<file path="config.mk">
export PLATFORM = sky130hd
export DESIGN_NAME = uart_32_bit_rx
export DESIGN_NICKNAME = d
export VERILOG_FILES = /design/src/rtl/uart_pkg.sv /design/src/rtl/uart_rx_sync.sv /design/src/rtl/uart_32_bit_rx.sv
export SDC_FILE = /design/constraint.sdc
export NUM_CORES = 1
export LEC_CHECK = 0
export ABC_CLOCK_PERIOD_IN_PS = 1400
export BUFFER_PORTS_ARGS = -buffer_cell sky130_fd_sc_hd__buf_2
export CAP_MARGIN = 20
export CORE_ASPECT_RATIO = 1.4
export CORE_UTILIZATION = 51
export DETAILED_ROUTE_END_ITERATION = 10
export PLACE_DENSITY = 0.82
export SLEW_MARGIN = 20
export SYNTH_ARGS = -nofsm -noshare
export SYNTH_HDL_FRONTEND = slang
export SYNTH_SLANG_ARGS = --single-unit
</file>
<file path="constraint.sdc">
create_clock -name clk -period 1.4 [get_ports clk]
set_input_delay 0.35 -clock clk [delete_from_list [all_inputs] [get_ports clk]]
set_output_delay 0.35 -clock clk [all_outputs]
set_load 0.01 [all_outputs]
</file>
<file path="src/rtl/uart_pkg.sv">
// Shared definitions for the 32-bit UART link: frame geometry and receiver states.
package uart_pkg;

  localparam int UART_OVERSAMPLE = 16;
  localparam int UART_DATA_BITS  = 32;
  localparam int UART_MID_TICK   = 7;

  typedef enum logic [1:0] {
    IDLE  = 2'd0,
    START = 2'd1,
    DATA  = 2'd2,
    STOP  = 2'd3
  } uart_rx_state_t;

endpackage

</file>
<file path="src/rtl/uart_rx_sync.sv">
// Flop chain that brings the asynchronous serial line into the clk domain.
module uart_rx_sync #(
  parameter int STAGES = 2
) (
  input  logic clk,
  input  logic rst,
  input  logic d,
  output logic q
);

  logic [STAGES-1:0] ff;

  // Reset to 1 so a reset never looks like a start bit on an idle line.
  always_ff @(posedge clk) begin
    if (rst) begin
      ff <= '1;
    end else begin
      ff[0] <= d;
      for (int i = 1; i < STAGES; i++) begin
        ff[i] <= ff[i-1];
      end
    end
  end

  assign q = ff[STAGES-1];

endmodule

</file>
<file path="src/rtl/uart_32_bit_rx.sv">
// 16x-oversampled receiver for 1 start, 32 data (LSB first), 1 stop bit frames.
// Handshake: valid is a one-cycle strobe with no ready; data holds until the next good frame.
module uart_32_bit_rx
  import uart_pkg::*;
#(
  parameter int OVERSAMPLE  = UART_OVERSAMPLE,
  parameter int DATA_BITS   = UART_DATA_BITS,
  parameter int SYNC_STAGES = 2
) (
  input  logic                 clk,
  input  logic                 rst,
  input  logic                 baud_tick,
  input  logic                 rx,
  output logic [DATA_BITS-1:0] data,
  output logic                 valid,
  output logic                 frame_err,
  output logic                 busy,
  output logic [1:0]           dbg_state
);

  localparam int TW = $clog2(OVERSAMPLE);
  localparam int BW = $clog2(DATA_BITS);
  localparam logic [TW-1:0] TICK_LAST = TW'(OVERSAMPLE - 1);
  localparam logic [TW-1:0] TICK_MID  = TW'(UART_MID_TICK);
  localparam logic [BW-1:0] BIT_LAST  = BW'(DATA_BITS - 1);

  logic rx_s;

  uart_rx_sync #(.STAGES(SYNC_STAGES)) u_sync (
    .clk (clk),
    .rst (rst),
    .d   (rx),
    .q   (rx_s)
  );

  uart_rx_state_t       state, state_next;
  logic [TW-1:0]        tick_cnt, tick_next;
  logic [BW-1:0]        bit_cnt, bit_next;
  logic [DATA_BITS-1:0] shift_q, shift_next;
  logic [DATA_BITS-1:0] data_q, data_next;
  logic                 valid_q, valid_next;
  logic                 ferr_q, ferr_next;

  always_ff @(posedge clk) begin
    if (rst) begin
      state    <= IDLE;
      tick_cnt <= '0;
      bit_cnt  <= '0;
      shift_q  <= '0;
      data_q   <= '0;
      valid_q  <= 1'b0;
      ferr_q   <= 1'b0;
    end else begin
      state    <= state_next;
      tick_cnt <= tick_next;
      bit_cnt  <= bit_next;
      shift_q  <= shift_next;
      data_q   <= data_next;
      valid_q  <= valid_next;
      ferr_q   <= ferr_next;
    end
  end

  always_comb begin
    state_next = state;
    tick_next  = tick_cnt;
    bit_next   = bit_cnt;
    shift_next = shift_q;
    data_next  = data_q;
    valid_next = 1'b0;
    ferr_next  = 1'b0;
    case (state)
      IDLE: begin
        if (baud_tick && !rx_s) begin
          state_next = START;
          tick_next  = '0;
        end
      end
      START: begin
        if (baud_tick) begin
          if (tick_cnt == TICK_MID) begin
            // A line that has returned high by mid start bit was a glitch.
            if (!rx_s) begin
              state_next = DATA;
              tick_next  = '0;
              bit_next   = '0;
            end else begin
              state_next = IDLE;
            end
          end else begin
            tick_next = tick_cnt + 1'b1;
          end
        end
      end
      DATA: begin
        if (baud_tick) begin
          if (tick_cnt == TICK_LAST) begin
            shift_next = {rx_s, shift_q[DATA_BITS-1:1]};
            tick_next  = '0;
            if (bit_cnt == BIT_LAST) begin
              state_next = STOP;
            end else begin
              bit_next = bit_cnt + 1'b1;
            end
          end else begin
            tick_next = tick_cnt + 1'b1;
          end
        end
      end
      STOP: begin
        if (baud_tick) begin
          if (tick_cnt == TICK_LAST) begin
            // Returning at mid stop bit leaves half a bit to catch the next start edge.
            state_next = IDLE;
            if (rx_s) begin
              data_next  = shift_q;
              valid_next = 1'b1;
            end else begin
              ferr_next = 1'b1;
            end
          end else begin
            tick_next = tick_cnt + 1'b1;
          end
        end
      end
      default: state_next = IDLE;
    endcase
  end

  assign data      = data_q;
  assign valid     = valid_q;
  assign frame_err = ferr_q;
  assign busy      = (state != IDLE);
  assign dbg_state = state;

endmodule

</file>
==> results.py, run 1 <==
metrics = {
    "status": {
        "run_status": "finished with violations",
        "failed_checks": "setup timing",
    },
    "critical_path": {
        "r2r-end": "shift_q[22]",
        "arrival_ns": 1.88,
        "slowest_delay_ns": 0.40,
        "cp-start-kind": "register",
        "worst_path_dominant_cell_family": "simple AND/OR/NAND/NOR gates",
        "required_ns": 1.68,
        "critPathCaptureType": "register",
        "cp.depth": 6,
        "cp_num_buf_inv": 2,
        "slowest_stage": "dfxtp_4",
        "rrSetupSlack_ns": -0.20,
        "criticalPathCategory": "reg2reg",
        "worstPathMaxFanout": 8,
        "cp_cell_sequence": "buf_4 -> nor2b_4 -> and3_4 -> buf_12 -> nand2_1 -> a21oi_1",
        "reg2reg_depth": 6,
    },
    "sta": {
        "period_minus_slack_ns": 1.60,
        "max_slew_margin_pct": 72.0,
        "setup_ws_ns": -0.201,
        "fin_skew_ns": 0.0173,
        "final_max_slew_viol_count": 0,
        "worstMarginPinSlew_ns": 0.420,
        "max_freq_mhz": 625,
        "rsz0062_at_grt": "true",
        "setup-violations-final": 74,
        "hold_viol": 0,
        "fin_crit_sh_pct": 114,
    },
    "drt": {
        "ant_nets": 0,
        "routedWlPerCell_um": 17.2,
        "drt-vias-per-instance": 5.72,
        "dr.pass1.iters": 4,
        "drt-total-wl_mm": 9.03,
        "drt_iter0_drc": 229,
        "drc": 0,
        "vias": 2998,
    },
    "global_route": {
        "antenna_found_initial": 0,
        "grt_pass1_vias": 2789,
        "grt_max_degree": 33,
        "grtUsageTotal_pct": 26.7,
        "grt_pass1_wl_mm": 12.5,
        "overflow": 0,
    },
    "cts": {
        "numCtsBuffers": 9,
        "cts.htree.levels": 3,
        "clk_pin_slew_ns": 0.08,
        "cts_tree": "built",
        "clockBufferDepth": 2,
        "clock_sinks": 79,
        "cts_root_buf": "clkbuf_8",
        "insertion_delay_ns": 0.37,
        "ctsHoldBuffers": 0,
    },
    "job": {
        "max_cap_viol_count": 0,
    },
    "power_and_ir_drop": {
        "vdd.ir_drop.worst_v": 0.000678,
        "pwr-share-comb_pct": 3.0,
        "p_total_mw": 4.14,
        "pwr-share-seq_pct": 54.3,
        "switching_share_pct": 24.5,
        "p_int_mw": 3.13,
        "power.switching_mw": 1.02,
        "power_density_nw_per_um2": 949,
        "leakagePower_nw": 1.93,
        "pwr-share-clk_pct": 42.7,
    },
    "final_layout": {
        "finalNonFillerCells": 524,
        "area_growth_pct": 42.1,
        "fillers": 375,
        "fin_util_pct": 75.0,
        "num-nets-final": 456,
        "regArea_um2": 1600,
        "multiInputGateArea_um2": 1770,
        "num_antenna_cells": 0,
        "final_layout_size_suffix_gt1_share_pct": 43.6,
    },
    "placement": {
        "dpl.hpwl_mm": 4.27,
        "pre_cts_ws_ns": -0.148,
        "gp_congestion": 0.814,
        "place_inst": 491,
        "placement.io_buffers": 40,
    },
    "synthesis": {
        "postSynth.asyncResetShare_pct": 0,
        "synthTopCellsByCount": "nand2_1 (138), dfxtp_1 (79), a21oi_1 (68), clkbuf_1 (17)",
        "yosysMostFrequentCell": "nand2_1",
        "synthCells": 383,
        "synth.distinct_cells": 40,
        "synth-seq-cells": 79,
        "synth_top_cell_by_area": "dfxtp_1",
        "syn_avg_cell_area_um2": 8.02,
        "synth_top_area_share_pct": 51.5,
        "yosysSeqAreaShare_pct": 51.5,
        "synth-warning-count": 0,
        "synth_flop_cell": "dfxtp_1",
        "synth_area_um2": 3070,
        "ys_top_cells_by_area": "dfxtp_1 (51%), nand2_1 (17%), a21oi_1 (11%), clkbuf_1 (2.1%), ha_1 (1.2%)",
        "synth-edff-count": 0,
        "synth_nets": 390,
    },
    "floorplan": {
        "fp.dieH_um": 93.8,
        "initial_core_util_pct": 52.8,
        "die_x_um": 67.6,
        "num_rows": 33,
        "core_um2": 5820,
        "die_area_um2": 6340,
        "ios": 41,
    },
    "worst_hold_path": {
        "hold_depth": 2,
        "min_to": "u_sync.ff[0]",
        "min-delay-start": "rx",
        "hold_path.class": "in2reg",
    },
}
[cells in the final DEF (no fill, tap or decap), types with 3 or more instances in the layout]
cell type / netlist / layout
nand2_2: 0 / 6
nor2b_1: 4 / 3
inv_1: 7 / 6
a21oi_1: 68 / 29
inv_6: 0 / 3
buf_4: 4 / 28
dfxtp_2: 0 / 5
buf_2: 3 / 38
dfxtp_4: 0 / 3
nand2_4: 0 / 22
dfxtp_1: 79 / 71
clkbuf_16: 0 / 3
clkbuf_8: 0 / 9
nor2_1: 7 / 6
nand2_1: 138 / 110
ha_4: 0 / 3
and3_4: 0 / 3
a21oi_2: 0 / 39
buf_6: 3 / 9
nor4b_1: 3 / 3
o21ai_0: 3 / 3
nand3_1: 3 / 3
[what timing repair did]
| item | CTS | global route |
|---|---|---|
| setup endpoints to repair | 76 | 78 |
| pin swaps | 20 | 33 |
| cloned | 3 | 3 |
| gates resized for setup | 42 | 83 |
| endpoints found under the hold margin | 0 | 0 |
| setup buffers | 8 | 5 |
[registers in the layout (all words and copies together), names as in the netlist, named ones only]
register   cells
valid          1
bit_cnt        5
frame_err      1
shift_q       32
dbg_state      1
data          32
tick_cnt       4
u_sync.ff      2
[layout make-up]
class	count	area share, %
Tap cell	70	2.01
Timing Repair Buffer	83	15.7
Inverter	7	0.602
Clock buffer	9	2.84
Clock inverter	7	1.78
Sequential cell	79	36.6
Multi-Input combinational cell	269	40.4
[cells by family (layout without fill, tap and decap cells)]
| group | count (synthesis) | in the layout | synth area share (%) |
|---|---|---|---|
| simple gates | 176 | 176 | 24.7 |
| compound gates | 86 | 86 | 15.6 |
| flops | 79 | 79 | 51.5 |
| buf+inv | 35 | 106 | 5.66 |
| mux | 4 | 4 | 1.38 |
| fa+ha+maj | 3 | 3 | 1.22 |
[worst max path at each step]
| stage | start | slack, ns | to |
|---|---|---|---|
| 2_1_floorplan | bit_cnt[0] | -0.02 | bit_cnt[1] |
| 3_3_place_gp | tick_cnt[1] | -0.08 | data[5] |
| 3_5_place_dp | tick_cnt[1] | -0.15 | data[5] |
| 4_1_cts | bit_cnt[1] | -0.14 | bit_cnt[4] |
| 5_1_grt | register | -0.26 | shift_q[22] |
| 6_report | register | -0.20 | shift_q[22] |
[power groups by stage]
stage	combinational, mW	sequential, mW	clock, mW
after global routing	0.131	2.25	1.87
after CTS	0.102	2.25	1.75
after floorplan	0.0615	2.30	0
after detailed placement	0.0918	2.31	0
final	0.123	2.25	1.77
after global placement	0.0901	2.31	0
[per-layer routing]
metal	part of all wire [%]	vias up	GRT usage [%]
li1	-	1406	-
met1	37	1442	29.2
met2	54	114	45.4
met3	4.5	36	6.19
met4	4.4	0	16.0
met5	0	-	0
[through the flow]
step / setup TNS [ns] / area [um^2] / hold WS, ns
4_1_cts: -6.58 / 4000 / 0.162
5_1_grt: -12.70 / 4370 / 0.166
3_5_place_dp: -4.90 / 3510 / 0.400
2_1_floorplan: -0.0502 / 3150 / 0.389
6_report: -8.60 / 4370 / 0.164
3_3_place_gp: -2.18 / 3510 / 0.402
Power figures use the tool's default switching activity.
==> run 2: changes to the inputs <==
CTS_BUF_LIST = sky130_fd_sc_hd__clkbuf_16   (was default)
==> run 2 against run 1 <==
The run still ends with setup timing left. Non-clock buffer count down 6. Critical path type unchanged. Highest routed layer unchanged. Fmax down 1.8%. First-iteration DRC count up 16%. Critical endpoint is now data[17]. Worst hold slack better by 0.023 ns. Final cell count down 1.1%. Global-route usage up 0.91 points. Sequential cell count unchanged. Via count down 2.3%. Power up 14%. Die area unchanged. Core utilization down 1.3 points. Worst setup slack worse by 0.030 ns. Largest cell class unchanged.
==> results.py, run 2 (same netlist as run 1, synthesis figures left out) <==
metrics = {
    "status": {
        "run_status": "finished with violations",
        "failed_checks": "setup timing",
    },
    "floorplan": {
        "die_area_um2": 6340,
        "die_x_um": 67.6,
        "core_um2": 5820,
        "initial_core_util_pct": 52.8,
        "fp.dieH_um": 93.8,
        "num_rows": 33,
        "ios": 41,
    },
    "cts": {
        "clock_sinks": 79,
        "clk_pin_slew_ns": 0.06,
        "insertion_delay_ns": 0.34,
        "cts_tree": "built",
        "clockBufferDepth": 2,
        "cts_root_buf": "clkbuf_16",
        "ctsHoldBuffers": 0,
        "numCtsBuffers": 9,
        "cts.htree.levels": 3,
    },
    "global_route": {
        "grt_max_degree": 33,
        "grtUsageTotal_pct": 27.7,
        "antenna_found_initial": 0,
        "grt_pass1_vias": 2752,
        "grt_pass1_wl_mm": 12.8,
        "overflow": 0,
    },
    "sta": {
        "setup_ws_ns": -0.231,
        "fin_crit_sh_pct": 116,
        "fin_skew_ns": 0.00894,
        "setup-violations-final": 51,
        "hold_viol": 0,
        "max_freq_mhz": 613,
        "max_slew_margin_pct": 75.7,
        "worstMarginPinSlew_ns": 0.359,
        "period_minus_slack_ns": 1.63,
        "rsz0062_at_grt": "true",
        "final_max_slew_viol_count": 0,
    },
    "critical_path": {
        "critPathCaptureType": "register",
        "rrSetupSlack_ns": -0.23,
        "slowest_delay_ns": 0.36,
        "arrival_ns": 1.90,
        "cp_cell_sequence": "ha_4 -> and4_4 -> and4_4 -> buf_6 -> clkbuf_16 -> nand2_1 -> a21oi_1",
        "criticalPathCategory": "reg2reg",
        "cp_common_cell": "and4_4",
        "slowest_stage": "dfxtp_4",
        "required_ns": 1.67,
        "worstPathMaxFanout": 8,
        "cp-start-kind": "register",
    },
    "final_layout": {
        "fin_util_pct": 73.7,
        "final_layout_size_suffix_gt1_share_pct": 39.5,
        "area_growth_pct": 39.7,
        "num-nets-final": 450,
        "fillers": 373,
        "final_common_cell": "nand2_1",
        "final_cell_mix": "nand2_1 (121), dfxtp_1 (71), buf_2 (39)",
        "multiInputGateArea_um2": 1670,
        "num_antenna_cells": 0,
        "regArea_um2": 1600,
    },
    "placement": {
        "placement.io_buffers": 40,
        "dpl.hpwl_mm": 4.27,
        "gp_congestion": 0.814,
    },
    "drt": {
        "drt-vias-per-instance": 5.66,
        "ant_nets": 0,
        "dr.pass1.iters": 4,
        "drt-total-wl_mm": 8.43,
        "drt_iter0_drc": 266,
        "routedWlPerCell_um": 16.3,
        "vias": 2930,
        "drc": 0,
    },
    "job": {
        "max_cap_viol_count": 0,
    },
    "power_and_ir_drop": {
        "leakagePower_nw": 1.78,
        "power_density_nw_per_um2": 1100,
        "vdd.ir_drop.worst_v": 0.000699,
        "p_total_mw": 4.74,
    },
    "worst_hold_path": {
        "hold_path.class": "in2reg",
    },
}
==> run 2: cell types whose count changed in the layout (fill, tap and decap cells not counted), sizes merged <==
cell	previous run	this run
buf	80	76
clkbuf	12	10
==> run 2: worst max-delay path, delay by kind of cell (launching register included) <==
family | cells | cell delay [ns]
adders and majority gates | 1 | 0.17
AOI/OAI and AO/OA | 1 | 0.14
DFF | 1 | 0.36
buffers and inverters | 2 | 0.29
and+or+nand+nor | 3 | 0.58
==> run 2: per-layer routing <==
| layer | track usage (%) | vias to the layer above | wire (um) | part of all wire [%] |
|---|---|---|---|---|
| met2 | 47.5 | 82 | 4580 | 54 |
| met3 | 3.88 | 25 | 335 | 4.0 |
| met1 | 30.2 | 1424 | 3220 | 38 |
| met5 | 0 | - | 0 | 0 |
| li1 | - | 1399 | - | - |
| met4 | 19.0 | 0 | 301 | 3.6 |
==> run 2: layout make-up <==
| type | count | share of cell area [%] |
|---|---|---|
| clock inverter | 7 | 1.81 |
| tap | 70 | 2.04 |
| timing repair buffer | 77 | 14.2 |
| clock buffer | 9 | 5.25 |
| multi-input combinational | 269 | 38.8 |
| sequential | 79 | 37.3 |
| inverter | 7 | 0.612 |
==> run 2: metrics by stage <==
step	cell area (um^2)	hold slack (ns)	TNS (ns)	worst slack (ns)	cells
after floorplan	3150	0.389	-0.0502	-0.0203	383
after global placement	3510	0.402	-2.18	-0.0810	491
after detailed placement	3510	0.400	-4.90	-0.148	491
after CTS	4080	0.191	-5.02	-0.141	515
after global routing	4290	0.201	-9.97	-0.308	518
final	4290	0.187	-6.71	-0.231	518
==> run 2: where the power goes <==
| part | internal, mW | total, mW | switching, mW | leakage, nW |
|---|---|---|---|---|
| Sequential | 2.25 | 2.25 | 0.00592 | 0.641 |
| Combinational | 0.0364 | 0.115 | 0.0789 | 0.992 |
| Clock | 1.40 | 2.37 | 0.976 | 0.147 |
==> run 2: repair_timing <==
item,in CTS,in global routing
pin swaps,19,16
buffers inserted,5,4
setup endpoints to repair,76,78
cloned,3,1
gates resized for setup,44,54
==> run 2: worst paths after layout <==
check | start | end | cells past startpoint
min reg2reg | u_sync.ff[0] | u_sync.ff[1] | 1
min | rx | u_sync.ff[0] | 2
max | tick_cnt[1] | data[17] | 7
max reg2reg | tick_cnt[1] | data[17] | 7
==> run 3: changes to the inputs <==
ABC_CLOCK_PERIOD_IN_PS = 1500   (was 1400)
CORE_UTILIZATION = 35   (was 51)
PLACE_DENSITY = 0.62   (was 0.82)
clock period = 1.5 ns   (was 1.4 ns; I/O delays follow)
==> run 3 against run 2 <==
Wire length shrank 12%. Sequential power down 7%. Largest power group unchanged. Fmax rose by 5.2%. Final cell count up 6.6%. Core utilization is 22 points lower. Via count down 6.0%. The flow still finishes with violations (setup timing). Highest routed layer unchanged. Clock power grew 3%.
==> results.py, run 3 (same netlist as run 1, synthesis figures left out) <==
metrics = {
    "floorplan": {
        "fp.dieH_um": 113,
        "die_x_um": 81.2,
        "die_area_um2": 9160,
        "initial_core_util_pct": 35.9,
        "core_um2": 8560,
        "ios": 41,
        "num_rows": 40,
    },
    "worst_hold_path": {
        "hold_path.class": "in2reg",
        "min-delay-start": "rx",
    },
    "global_route": {
        "overflow": 0,
        "grt_pass1_wl_mm": 11.7,
        "grt_pass1_vias": 2565,
        "antenna_found_initial": 0,
        "grtUsageTotal_pct": 16.5,
        "grt_max_degree": 33,
    },
    "cts": {
        "insertion_delay_ns": 0.34,
        "clockBufferDepth": 2,
        "cts.htree.levels": 3,
        "clock_sinks": 79,
        "cts_tree": "built",
        "cts_root_buf": "clkbuf_16",
        "clk_pin_slew_ns": 0.06,
        "numCtsBuffers": 9,
    },
    "critical_path": {
        "criticalPathCategory": "reg2reg",
        "arrival_ns": 1.81,
        "worstPathMaxFanout": 8,
        "crit_start": "tick_cnt[0]",
        "rrSetupSlack_ns": -0.05,
        "r2r-start": "tick_cnt[0]",
        "required_ns": 1.76,
        "critPathCaptureType": "register",
        "cp-start-kind": "register",
    },
    "sta": {
        "rsz0062_at_grt": "true",
        "worstMarginPinSlew_ns": 0.322,
        "final_max_slew_viol_count": 0,
        "setup-violations-final": 28,
        "max_freq_mhz": 645,
        "setup_ws_ns": -0.0495,
        "fin_crit_sh_pct": 103,
        "period_minus_slack_ns": 1.55,
        "max_slew_margin_pct": 78.5,
        "fin_skew_ns": 0.00662,
        "hold_viol": 0,
    },
    "final_layout": {
        "area_growth_pct": 42.8,
        "regArea_um2": 1600,
        "fin_util_pct": 51.3,
        "final_common_cell": "nand2_1",
        "multiInputGateArea_um2": 1680,
        "final_cell_mix": "nand2_1 (114), dfxtp_1 (70), a21oi_1 (41)",
        "fillers": 790,
        "final_layout_size_suffix_gt1_share_pct": 38.0,
        "num-nets-final": 449,
        "num_antenna_cells": 0,
        "finalNonFillerCells": 552,
    },
    "power_and_ir_drop": {
        "pwr-share-comb_pct": 2.3,
        "switching_share_pct": 19.6,
        "p_int_mw": 3.75,
        "power_density_nw_per_um2": 1060,
        "leakagePower_nw": 1.94,
        "pwr-share-seq_pct": 45.1,
        "pwr-share-clk_pct": 52.6,
        "power.switching_uw": 913,
        "vdd.ir_drop.worst_v": 0.000717,
    },
    "drt": {
        "drt-vias-per-instance": 4.99,
        "dr.pass1.iters": 4,
        "drt_iter0_drc": 127,
        "ant_nets": 0,
        "routedWlPerCell_um": 13.4,
        "vias": 2754,
        "drc": 0,
        "drt-total-wl_mm": 7.40,
    },
    "status": {
        "failed_checks": "setup timing",
        "run_status": "finished with violations",
    },
    "placement": {
        "dpl.hpwl_mm": 4.27,
        "placement.io_buffers": 40,
        "gp_congestion": 0.802,
        "place_inst": 526,
    },
    "job": {
        "max_cap_viol_count": 0,
    },
}
==> run 3: cell count changes in the layout (fill, tap and decap cells not counted), moves of 2 or more <==
cell       delta
nand2_2       -2
bufinv_16     +2
clkinv_1      +3
a21oi_2       -7
a21oi_1       +7
nand2_4       +9
inv_6         -2
buf_6         -4
dfxtp_2       +2
nand2_1       -7
clkbuf_16     +2
==> run 3: what timing repair did <==
action                     in CTS  in global routing
pin swaps                       6                 50
buffers inserted                3                  4
resized for setup              19                 87
gates cloned                    1                  3
hold buffers                    0                  0
setup endpoints to repair      40                 74
==> run 3: cell type report <==
type | instances | area share, %
repair buffers | 76 | 14.0
inverters | 7 | 0.599
well taps | 105 | 2.99
clock buffers | 9 | 5.13
clock inverters | 7 | 2.51
flip-flops and latches | 79 | 36.4
multi-input cells | 269 | 38.4
==> run 3: worst max-delay path, cell delays in order, from the launching register on <==
cell       delay, ns
dfxtp_2         0.35
ha_4            0.15
and4_4          0.24
and4_4          0.25
buf_6           0.12
clkbuf_16       0.18
nand2_1         0.07
a21oi_1         0.11
==> run 3: layer usage <==
layer | wire length (um) | track usage (%)
met1 | 3190 | 19.3
met2 | 3760 | 27.3
met3 | 329 | 5.24
met4 | 126 | 6.79
met5 | 0 | 0
==> run 3: worst paths after layout <==
path | endpoint | cells after the start
hold reg to reg | u_sync.ff[1] | 1
setup reg to reg | data[7] | 7
setup / recovery | data[7] | 7
hold / removal | u_sync.ff[0] | 2
==> run 3: power groups by stage <==
| stage | clock network, mW | registers [mW] | logic, mW |
|---|---|---|---|
| 4_1_cts | 2.49 | 2.11 | 0.0946 |
| 5_1_grt | 2.59 | 2.10 | 0.116 |
| 2_1_floorplan | 0 | 2.15 | 0.0554 |
| 3_3_place_gp | 0 | 2.15 | 0.0892 |
| 3_5_place_dp | 0 | 2.15 | 0.0902 |
| 6_report | 2.45 | 2.10 | 0.106 |
==> run 3: per-stage QoR <==
stage	power (mW)	setup TNS [ns]	hold slack [ns]	setup WS [ns]	cell area [um^2]
final	4.66	-0.525	0.217	-0.0495	4390
after detailed placement	2.24	-1.34	0.399	-0.0752	3510
after floorplan	2.21	0	0.389	0.00696	3090
after global placement	2.24	-0.229	0.393	-0.0370	3510
after global routing	4.81	-3.32	0.216	-0.108	4390
after CTS	4.69	-0.691	0.208	-0.0355	3960
